==> src/rtl/acc_pp2_sched_if.sv <==
// Handshake and adder-side bundle of the pipelined-accumulator scheduler.
// The slave side is the scheduler. The master side is the sample source and the shared adder.
interface acc_pp2_sched_if #(
    parameter int C_DW    = 16,
    parameter int C_SW    = 24,
    parameter int C_CNT_W = 10
);
    logic               I_start;
    logic [C_CNT_W-1:0] I_len;
    logic               I_vld;
    logic [C_DW-1:0]    I_data;
    logic               O_rdy;
    logic [C_SW-1:0]    O_add_a;
    logic [C_SW-1:0]    O_add_b;
    logic [C_SW-1:0]    I_add_sum;
    logic [C_SW-1:0]    O_sum;
    logic               O_sum_vld;
    logic               O_busy;

    modport slave (
        input  I_start, I_len, I_vld, I_data, I_add_sum,
        output O_rdy, O_add_a, O_add_b, O_sum, O_sum_vld, O_busy
    );

    modport master (
        output I_start, I_len, I_vld, I_data, I_add_sum,
        input  O_rdy, O_add_a, O_add_b, O_sum, O_sum_vld, O_busy
    );
endinterface

==> src/rtl/acc_pp2_sched.sv <==
// Reduces a group of samples to one sum through a shared adder of latency C_LAT.
// C_LAT interleaved partial sums keep the adder busy every cycle; they are folded serially at the end.
module acc_pp2_sched #(
    parameter int C_DW    = 16,
    parameter int C_SW    = 24,
    parameter int C_LAT   = 2,
    parameter int C_CNT_W = 10
) (
    input  logic           I_clk,
    input  logic           I_rst,
    acc_pp2_sched_if.slave bus
);
    localparam int PW = (C_LAT > 1) ? $clog2(C_LAT) : 1;
    localparam logic [PW-1:0]      ZERO_IDX = {PW{1'b0}};
    localparam logic [PW-1:0]      ONE_IDX  = PW'(1);
    localparam logic [PW-1:0]      LAST_IDX = PW'(C_LAT - 1);
    localparam logic [C_CNT_W-1:0] CNT_ZERO = {C_CNT_W{1'b0}};
    localparam logic [C_CNT_W-1:0] CNT_ONE  = C_CNT_W'(1);
    localparam logic [C_SW-1:0]    SUM_ZERO = {C_SW{1'b0}};

    typedef enum logic [2:0] {
        ST_IDLE  = 3'd0,
        ST_ACC   = 3'd1,
        ST_DRAIN = 3'd2,
        ST_FOLD  = 3'd3,
        ST_DONE  = 3'd4
    } state_t;

    // With a single-cycle adder there is only one partial sum, so nothing to fold.
    localparam state_t AFTER_DRAIN = (C_LAT > 1) ? ST_FOLD : ST_DONE;

    function automatic logic [C_SW-1:0] sext(input logic [C_DW-1:0] d);
        return {{(C_SW - C_DW){d[C_DW-1]}}, d};
    endfunction

    state_t             state_r;
    state_t             state_s;
    logic [C_CNT_W-1:0] len_r;
    logic [C_CNT_W-1:0] cnt_r;
    logic [C_CNT_W-1:0] cnt_s;
    logic [PW-1:0]      slot_r;
    logic [PW-1:0]      slot_inc_s;
    logic [PW-1:0]      phase_r;
    logic [PW-1:0]      phase_inc_s;
    logic [PW-1:0]      fk_r;
    logic [C_LAT-1:0]   tag_r;
    logic [C_SW-1:0]    part_r [C_LAT];
    logic [C_SW-1:0]    cur_s;
    logic [C_SW-1:0]    add_a_s;
    logic [C_SW-1:0]    add_b_s;
    logic [C_SW-1:0]    fold_res_s;
    logic [C_SW-1:0]    sum_r;
    logic               sum_vld_r;
    logic               busy_r;
    logic               rdy_s;
    logic               accept_s;
    logic               issue_s;
    logic               ret_vld_s;

    // A tag leaves the pipe exactly when slot_r is back at the slot that issued it.
    assign ret_vld_s   = tag_r[C_LAT-1];
    assign slot_inc_s  = (slot_r == LAST_IDX) ? ZERO_IDX : slot_r + ONE_IDX;
    assign phase_inc_s = (phase_r == LAST_IDX) ? ZERO_IDX : phase_r + ONE_IDX;
    assign fold_res_s  = (C_LAT > 1) ? bus.I_add_sum : part_r[ZERO_IDX];

    // Next-state, handshake and adder operand selection
    always_comb begin
        state_s  = state_r;
        cnt_s    = cnt_r;
        rdy_s    = 1'b0;
        accept_s = 1'b0;
        issue_s  = 1'b0;
        add_a_s  = SUM_ZERO;
        add_b_s  = SUM_ZERO;
        cur_s    = ret_vld_s ? bus.I_add_sum : part_r[slot_r];
        case (state_r)
            ST_IDLE: begin
                if (bus.I_start) begin
                    state_s = ST_ACC;
                end else begin
                    state_s = ST_IDLE;
                end
            end
            ST_ACC: begin
                rdy_s    = (cnt_r < len_r);
                accept_s = rdy_s & bus.I_vld;
                if (accept_s) begin
                    issue_s = 1'b1;
                    add_a_s = sext(bus.I_data);
                    add_b_s = cur_s;
                    cnt_s   = cnt_r + CNT_ONE;
                end else begin
                    cnt_s   = cnt_r;
                end
                if (cnt_s == len_r) begin
                    state_s = ST_DRAIN;
                end else begin
                    state_s = ST_ACC;
                end
            end
            ST_DRAIN: begin
                if (phase_r == LAST_IDX) begin
                    state_s = AFTER_DRAIN;
                end else begin
                    state_s = ST_DRAIN;
                end
            end
            ST_FOLD: begin
                // The running fold value is P[0] first, then whatever the adder hands back.
                if (phase_r == ZERO_IDX) begin
                    add_a_s = (fk_r == ONE_IDX) ? part_r[ZERO_IDX] : bus.I_add_sum;
                    add_b_s = part_r[fk_r];
                end else begin
                    add_a_s = SUM_ZERO;
                    add_b_s = SUM_ZERO;
                end
                if ((phase_r == LAST_IDX) && (fk_r == LAST_IDX)) begin
                    state_s = ST_DONE;
                end else begin
                    state_s = ST_FOLD;
                end
            end
            ST_DONE: begin
                state_s = ST_IDLE;
            end
            default: begin
                state_s = ST_IDLE;
            end
        endcase
    end

    // FSM state, group length, accept count, slot pointer and fold step
    always_ff @(posedge I_clk or posedge I_rst) begin
        if (I_rst) begin
            state_r <= ST_IDLE;
            len_r   <= CNT_ZERO;
            cnt_r   <= CNT_ZERO;
            slot_r  <= ZERO_IDX;
            phase_r <= ZERO_IDX;
            fk_r    <= ZERO_IDX;
        end else begin
            state_r <= state_s;
            cnt_r   <= cnt_s;
            case (state_r)
                ST_IDLE: begin
                    if (bus.I_start) begin
                        len_r <= bus.I_len;
                    end
                    cnt_r   <= CNT_ZERO;
                    slot_r  <= ZERO_IDX;
                    phase_r <= ZERO_IDX;
                    fk_r    <= ONE_IDX;
                end
                ST_ACC: begin
                    slot_r <= slot_inc_s;
                end
                ST_DRAIN: begin
                    slot_r  <= slot_inc_s;
                    phase_r <= phase_inc_s;
                end
                ST_FOLD: begin
                    phase_r <= phase_inc_s;
                    if (phase_r == LAST_IDX) begin
                        fk_r <= fk_r + ONE_IDX;
                    end
                end
                default: begin
                    slot_r <= slot_r;
                end
            endcase
        end
    end

    // Partial-sum slots: cleared per group, refreshed when no new operand takes the slot
    always_ff @(posedge I_clk or posedge I_rst) begin
        if (I_rst) begin
            for (int i = 0; i < C_LAT; i++) begin
                part_r[i] <= SUM_ZERO;
            end
        end else begin
            case (state_r)
                ST_IDLE: begin
                    if (bus.I_start) begin
                        for (int i = 0; i < C_LAT; i++) begin
                            part_r[i] <= SUM_ZERO;
                        end
                    end
                end
                ST_ACC: begin
                    if (!accept_s) begin
                        part_r[slot_r] <= cur_s;
                    end
                end
                ST_DRAIN: begin
                    if (ret_vld_s) begin
                        part_r[slot_r] <= bus.I_add_sum;
                    end
                end
                default: begin
                    part_r[slot_r] <= part_r[slot_r];
                end
            endcase
        end
    end

    // In-flight tag pipe; reset discards results still inside the adder
    always_ff @(posedge I_clk or posedge I_rst) begin
        if (I_rst) begin
            tag_r <= {C_LAT{1'b0}};
        end else begin
            tag_r[0] <= issue_s;
            for (int i = 1; i < C_LAT; i++) begin
                tag_r[i] <= tag_r[i-1];
            end
        end
    end

    // Registered result and status outputs
    always_ff @(posedge I_clk or posedge I_rst) begin
        if (I_rst) begin
            sum_r     <= SUM_ZERO;
            sum_vld_r <= 1'b0;
            busy_r    <= 1'b0;
        end else begin
            busy_r    <= (state_s != ST_IDLE);
            sum_vld_r <= (state_r == ST_DONE);
            if (state_r == ST_DONE) begin
                sum_r <= fold_res_s;
            end
        end
    end

    assign bus.O_rdy     = rdy_s;
    assign bus.O_add_a   = add_a_s;
    assign bus.O_add_b   = add_b_s;
    assign bus.O_sum     = sum_r;
    assign bus.O_sum_vld = sum_vld_r;
    assign bus.O_busy    = busy_r;
endmodule

==> src/flat_wrapper.sv <==
// flat-port wrapper written by rule: the top's interface ports become plain ports
module acc_pp2_sched_flat 
#(
    parameter int C_DW    = 16,
    parameter int C_SW    = 24,
    parameter int C_LAT   = 2,
    parameter int C_CNT_W = 10
)
  (I_clk, I_rst, bus_I_start, bus_I_len, bus_I_vld, bus_I_data, bus_I_add_sum, bus_O_rdy, bus_O_add_a, bus_O_add_b, bus_O_sum, bus_O_sum_vld, bus_O_busy);
  acc_pp2_sched_if #(.C_DW(C_DW), .C_SW(C_SW), .C_CNT_W(C_CNT_W)) bus_i ();
  input  logic I_clk;
  input  logic I_rst;
  input wire logic [$bits(bus_i.I_start)-1:0] bus_I_start;
  input wire logic [$bits(bus_i.I_len)-1:0] bus_I_len;
  input wire logic [$bits(bus_i.I_vld)-1:0] bus_I_vld;
  input wire logic [$bits(bus_i.I_data)-1:0] bus_I_data;
  input wire logic [$bits(bus_i.I_add_sum)-1:0] bus_I_add_sum;
  output wire logic [$bits(bus_i.O_rdy)-1:0] bus_O_rdy;
  output wire logic [$bits(bus_i.O_add_a)-1:0] bus_O_add_a;
  output wire logic [$bits(bus_i.O_add_b)-1:0] bus_O_add_b;
  output wire logic [$bits(bus_i.O_sum)-1:0] bus_O_sum;
  output wire logic [$bits(bus_i.O_sum_vld)-1:0] bus_O_sum_vld;
  output wire logic [$bits(bus_i.O_busy)-1:0] bus_O_busy;
  assign bus_i.I_start = bus_I_start;
  assign bus_i.I_len = bus_I_len;
  assign bus_i.I_vld = bus_I_vld;
  assign bus_i.I_data = bus_I_data;
  assign bus_i.I_add_sum = bus_I_add_sum;
  assign bus_O_rdy = bus_i.O_rdy;
  assign bus_O_add_a = bus_i.O_add_a;
  assign bus_O_add_b = bus_i.O_add_b;
  assign bus_O_sum = bus_i.O_sum;
  assign bus_O_sum_vld = bus_i.O_sum_vld;
  assign bus_O_busy = bus_i.O_busy;
  acc_pp2_sched #(.C_DW(C_DW), .C_SW(C_SW), .C_LAT(C_LAT), .C_CNT_W(C_CNT_W)) u_core (.I_clk(I_clk), .I_rst(I_rst), .bus(bus_i));
endmodule
==> config.mk <==
export PLATFORM = sky130hd
export DESIGN_NAME = acc_pp2_sched_flat
export DESIGN_NICKNAME = d
export VERILOG_FILES = /design/src/rtl/acc_pp2_sched_if.sv /design/src/rtl/acc_pp2_sched.sv /design/src/flat_wrapper.sv
export SDC_FILE = /design/constraint.sdc
export NUM_CORES = 1
export LEC_CHECK = 0
export CORE_ASPECT_RATIO = 0.75
export CORE_MARGIN = 2
export CORE_UTILIZATION = 45
export CTS_CLUSTER_SIZE = 8
export DETAILED_ROUTE_END_ITERATION = 10
export PLACE_DENSITY = 0.72
export SKIP_CTS_REPAIR_TIMING = 1
export SLEW_MARGIN = 20
export SYNTH_ARGS = -nofsm -noshare
export SYNTH_HDL_FRONTEND = slang
export SYNTH_SLANG_ARGS = --single-unit
==> constraint.sdc <==
create_clock -name I_clk -period 4 [get_ports I_clk]
set_clock_uncertainty 0.15 [all_clocks]
set_input_delay 0.8 -clock I_clk [delete_from_list [all_inputs] [get_ports I_clk]]
set_output_delay 0.8 -clock I_clk [all_outputs]
set_load 0.01 [all_outputs]
==> out/qor.csv, run 1 <==
metric,value,unit
min cycle time layout,3930,ps
P&R area growth vs syn,30.6,%
initial core utilization,0.464,
Clock Pin Slew Worst Setup and Hold Paths,70,ps
"EDFF count, synth",0,
GP Congestion,0.851,
Setup crit end kind,output pin,
global-route wire length before repair,28900,µm
initial antenna violation count,0,
core area,13100,µm²
std cell rows,36,
largest net degree at the start of global routing,52,
post-synthesis cell count,644,
outcome,"complete, no violations",
die area,14500,µm²
Most used DFF post-synth,dfrtp_1,
Reg2Reg Setup Slack,580,ps
Leakage Power,3.86,nW
Synth Area per Inst,9.45,µm²
worst r2r src,u_core.cnt_r[6],
Overflow after GRT,0,
total CTS buffers,9,
total clock sinks,102,
vias,5710,
share of the synthesized area in the top cell type,0.419,
"top cells by area, synth","dfrtp_1, mux2i_1, o22a_1",
input/output buffers,128,
utilization after layout,0.606,
GRT Util Overall,0.247,
"Cell Area, Synth",6080,µm²
max_cap viols,0,
Synth Net Count,708,
dpl cells,912,
FF-to-FF path depth,8,
"Slew Viols, Final",0,
share of layout cells above drive strength 1,0.112,
Rel. slew slack,0.196,
fin worst setup slack,74.8,ps
routed len/inst,19.3,µm
crit path to,bus_O_add_b[2],
TritonRoute pass-1 iters,5,
fmax,0.255,GHz
Die Y-Extent,105,µm
post-route ant nets,0,
WL met1,7680,µm
#FFs+latches synth,102,
Crit Path Max Fanout,11,
Post-Place Setup Slack,147,ps
CP startpoint kind,flop,
asr flop ratio synth,1.00,
metal3 WL,1590,µm
DP Wirelength,12000,µm
PwrDens,763,nW/µm²
Worst-Margin Slew,1210,ps
highest metal used,met4,
I/O Pins,129,
fin crit share,0.981,
Synth cell types,50,
post-synthesis sequential area ratio,0.419,
WL final,17900,µm
Total Power,0.00606,W
residual DRC count,0,
FILL cells,1059,
Arrival @ worst endpoint,2980,ps
CTS tree,built,
metal2 WL,8400,µm
Final Non-Filler Cells,930,
initial detailed-routing violation count,569,
setup violators final,0,
most common cell in the synthesized netlist,dfrtp_1,
Vias/cell,6.14,
clk_lat worst skew,350,ps
vias in the first global route,5682,
cell taking the most area after synthesis,dfrtp_1,
CTS Buffer Depth,2,
crit path launch,u_core.cnt_r[6],
Die X,138,µm
clk root buf,clkbuf_16,
synth cell count leaders,"dfrtp_1, mux2i_1, nand2_1",
Final #Nets,818,
final hold violations,0,
CP Class,flop to output pin,
VDD IR max,0.397,mV
worst hold path type,flop to flop,
Syn. warnings,0,
CP required,3050,ps
diode count,0,
htree depth,3,
-- worst max-delay path: stages, from the launching register on --
cell,delay [ps]
dfrtp_2,490
ha_1,310
nand4_1,190
or2_1,330
o21a_1,220
nand3_1,160
buf_4,230
o22ai_1,150
clkdlybuf4s50_1,550
-- worst min path at each step --
stage / startpoint / to / slack, ps / cells after the start
after floorplan: u_core.tag_r[0] / u_core.tag_r[1] / 180 / 0
after global placement: u_core.tag_r[0] / u_core.tag_r[1] / 190 / 0
after detailed placement: u_core.tag_r[0] / u_core.tag_r[1] / 190 / 0
after CTS: u_core.tag_r[0] / u_core.tag_r[1] / 210 / 0
after global routing: u_core.tag_r[0] / u_core.tag_r[1] / 220 / 0
final: u_core.tag_r[0] / u_core.tag_r[1] / 210 / 0
-- layer usage --
metal / global-route usage / vias to the layer above
met5: 0 / -
li1: - / 2569
met3: 0.0573 / 25
met4: 0.0875 / 0
met1: 0.334 / 2808
met2: 0.391 / 308
-- power breakdown --
| group | switching [W] | internal, W |
|---|---|---|
| Combinational | 0.00164 | 0.00159 |
| Clock | 0.000397 | 0.000482 |
| Sequential | 0.000510 | 0.00145 |
| Total | 0.00254 | 0.00352 |
-- cells in the final DEF, fill, tap and decap left out, types with 11 or more instances in the layout --
cell / netlist / layout
clkdlybuf4s50_1: 0 / 110
dfrtp_1: 102 / 97
mux2i_1: 78 / 78
nand2_1: 71 / 70
o21ai_0: 70 / 70
o22a_1: 48 / 48
nor2_1: 40 / 39
a21oi_1: 36 / 34
o22ai_1: 28 / 27
mux2_2: 25 / 25
dlymetal6s2s_1: 0 / 18
buf_4: 0 / 17
inv_1: 12 / 11
-- cells by family (layout without fill, tap and decap cells) --
kind of cell	after synthesis	after routing	synth area share
buffers and inverters	62	177	0.0417
DFF	102	102	0.419
adders and majority gates	10	10	0.0206
xor gates and xnor gates	13	13	0.0187
AOI/OAI and AO/OA	202	202	0.210
and+or+nand+nor	152	152	0.115
muxes	103	103	0.175
-- per-stage QoR --
| stage | area, µm² | TNS, ps | hold WS, ps |
|---|---|---|---|
| 4_1_cts | 7850 | -145 | 207 |
| 3_3_place_gp | 7550 | 0 | 186 |
| 5_1_grt | 7950 | -440 | 224 |
| 3_5_place_dp | 7560 | 0 | 190 |
| 6_report | 7950 | 0 | 209 |
| 2_1_floorplan | 6080 | 0 | 181 |
-- layout make-up --
cell class              count  area (µm²)  area share
multi-input cells         480        3330       0.419
flip-flops and latches    102        2560       0.322
repair buffers            148        1510       0.189
clock buffers               9         225      0.0283
well taps                 171         214      0.0269
clock inverters             7        63.8     0.00803
inverters                  13        51.3     0.00645
Power figures use the tool's default switching activity.
==> run 2, diff against run 1 <==
SLEW_MARGIN = 10   (was 20)
==> out/qor.csv, run 2 (synthesized netlist as in run 1, its figures left out) <==
metric,value,unit
largest net degree at the start of global routing,52,
Top delay family on crit path,buffers and inverters,
vias,5545,
share of layout cells above drive strength 1,0.112,
GP Congestion,0.851,
initial core utilization,0.464,
utilization after layout,0.606,
initial detailed-routing violation count,461,
Die Y-Extent,105,µm
Crit-path slowest cell,clkdlybuf4s50_1,
Final #Nets,819,
Leakage Power,3.93,nW
CP startpoint kind,flop,
I/O Pins,129,
PwrDens,756,nW/µm²
Setup crit end kind,output pin,
fin crit share,0.969,
DP Wirelength,11900,µm
Crit Path Max Fanout,11,
"commonest cells after routing, fill and taps aside","clkdlybuf4s50_1, dfrtp_1, mux2i_1, nand2_1, o21ai_0",
total CTS buffers,9,
post-route ant nets,0,
Arrival @ worst endpoint,2930,ps
Clock Pin Slew Worst Setup and Hold Paths,70,ps
final hold violations,0,
min cycle time layout,3880,ps
critical path cell sequence,"ha_1, nand4_1, or2_1, o21a_1, nand3_1, buf_4, o22ai_1, clkdlybuf4s50_1",
fmax,0.258,GHz
Rel. slew slack,0.175,
residual DRC count,0,
FF-to-FF path depth,9,
vias in the first global route,5604,
FILL cells,1067,
Worst-Margin Slew,1240,ps
"commonest non-fill, non-tap cell in the layout",clkdlybuf4s50_1,
setup_tns,0,ps
CTS Buffer Depth,2,
global-route wire length before repair,28800,µm
Overflow after GRT,0,
P&R area growth vs syn,30.5,%
std cell rows,36,
VDD IR max,0.407,mV
crit path launch,u_core.cnt_r[6],
diode count,0,
TritonRoute pass-1 iters,5,
Total Power,0.00600,W
"Slew Viols, Final",0,
CP Class,flop to output pin,
WL final,17900,µm
core area,13100,µm²
initial antenna violation count,0,
Vias/cell,5.96,
GRT Util Overall,0.245,
max_cap viols,0,
CP max stage delay,560,ps
worst r2r src,u_core.cnt_r[6],
total clock sinks,102,
setup violators final,0,
clk_lat worst skew,350,ps
Levels on crit path,8,
Reg2Reg Setup Slack,600,ps
outcome,"complete, no violations",
clk root buf,clkbuf_16,
buffers and inverters on the worst path,2,
CTS tree,built,
crit path to,bus_O_add_b[7],
worst hold path type,flop to flop,
die area,14500,µm²
CP required,3050,ps
Die X,138,µm
routed len/inst,19.2,µm
htree depth,3,
input/output buffers,128,
-- run 2: report_power, final --
group | leakage [nW] | internal (W) | switching (W)
Clock | 0.138 | 0.000438 | 0.000405
Sequential | 1.24 | 0.00145 | 0.000511
Combinational | 2.55 | 0.00158 | 0.00162
-- run 2: how the worst min path moves through the flow --
stage	start	endpoint	slack [ps]	cells past startpoint
after floorplan	u_core.tag_r[0]	u_core.tag_r[1]	180	0
after global placement	u_core.tag_r[0]	u_core.tag_r[1]	190	0
after detailed placement	u_core.tag_r[0]	u_core.tag_r[1]	190	0
after CTS	u_core.tag_r[0]	u_core.tag_r[1]	210	0
after global routing	u_core.tag_r[0]	u_core.tag_r[1]	220	0
final	u_core.tag_r[0]	u_core.tag_r[1]	210	0
-- run 2: layer usage --
layer | GRT usage | part of all wire | wire length, µm | up-vias
met2 | 0.387 | 0.45 | 8140 | 236
met4 | 0.0663 | 0.012 | 208 | 0
met1 | 0.339 | 0.46 | 8260 | 2724
met3 | 0.0596 | 0.072 | 1290 | 19
li1 | - | - | - | 2566
met5 | 0 | 0 | 0 | -
-- run 2: stage by stage --
stage | std cells | hold slack (ps) | cell area, µm² | setup slack [ps]
after floorplan | 644 | 181 | 6080 | 375
after global placement | 912 | 186 | 7550 | 195
after detailed placement | 912 | 190 | 7550 | 176
after CTS | 928 | 208 | 7830 | -31.2
after global routing | 931 | 224 | 7940 | -32.1
final | 931 | 209 | 7940 | 124
-- run 2: layout make-up --
| type | count | area [µm²] | share of cell area |
|---|---|---|---|
| clock buffer | 10 | 239 | 0.0301 |
| clock inverter | 6 | 36.3 | 0.00457 |
| inverter | 13 | 51.3 | 0.00646 |
| multi-input combinational | 480 | 3310 | 0.417 |
| sequential | 102 | 2560 | 0.322 |
| tap | 171 | 214 | 0.0269 |
| timing repair buffer | 149 | 1530 | 0.192 |
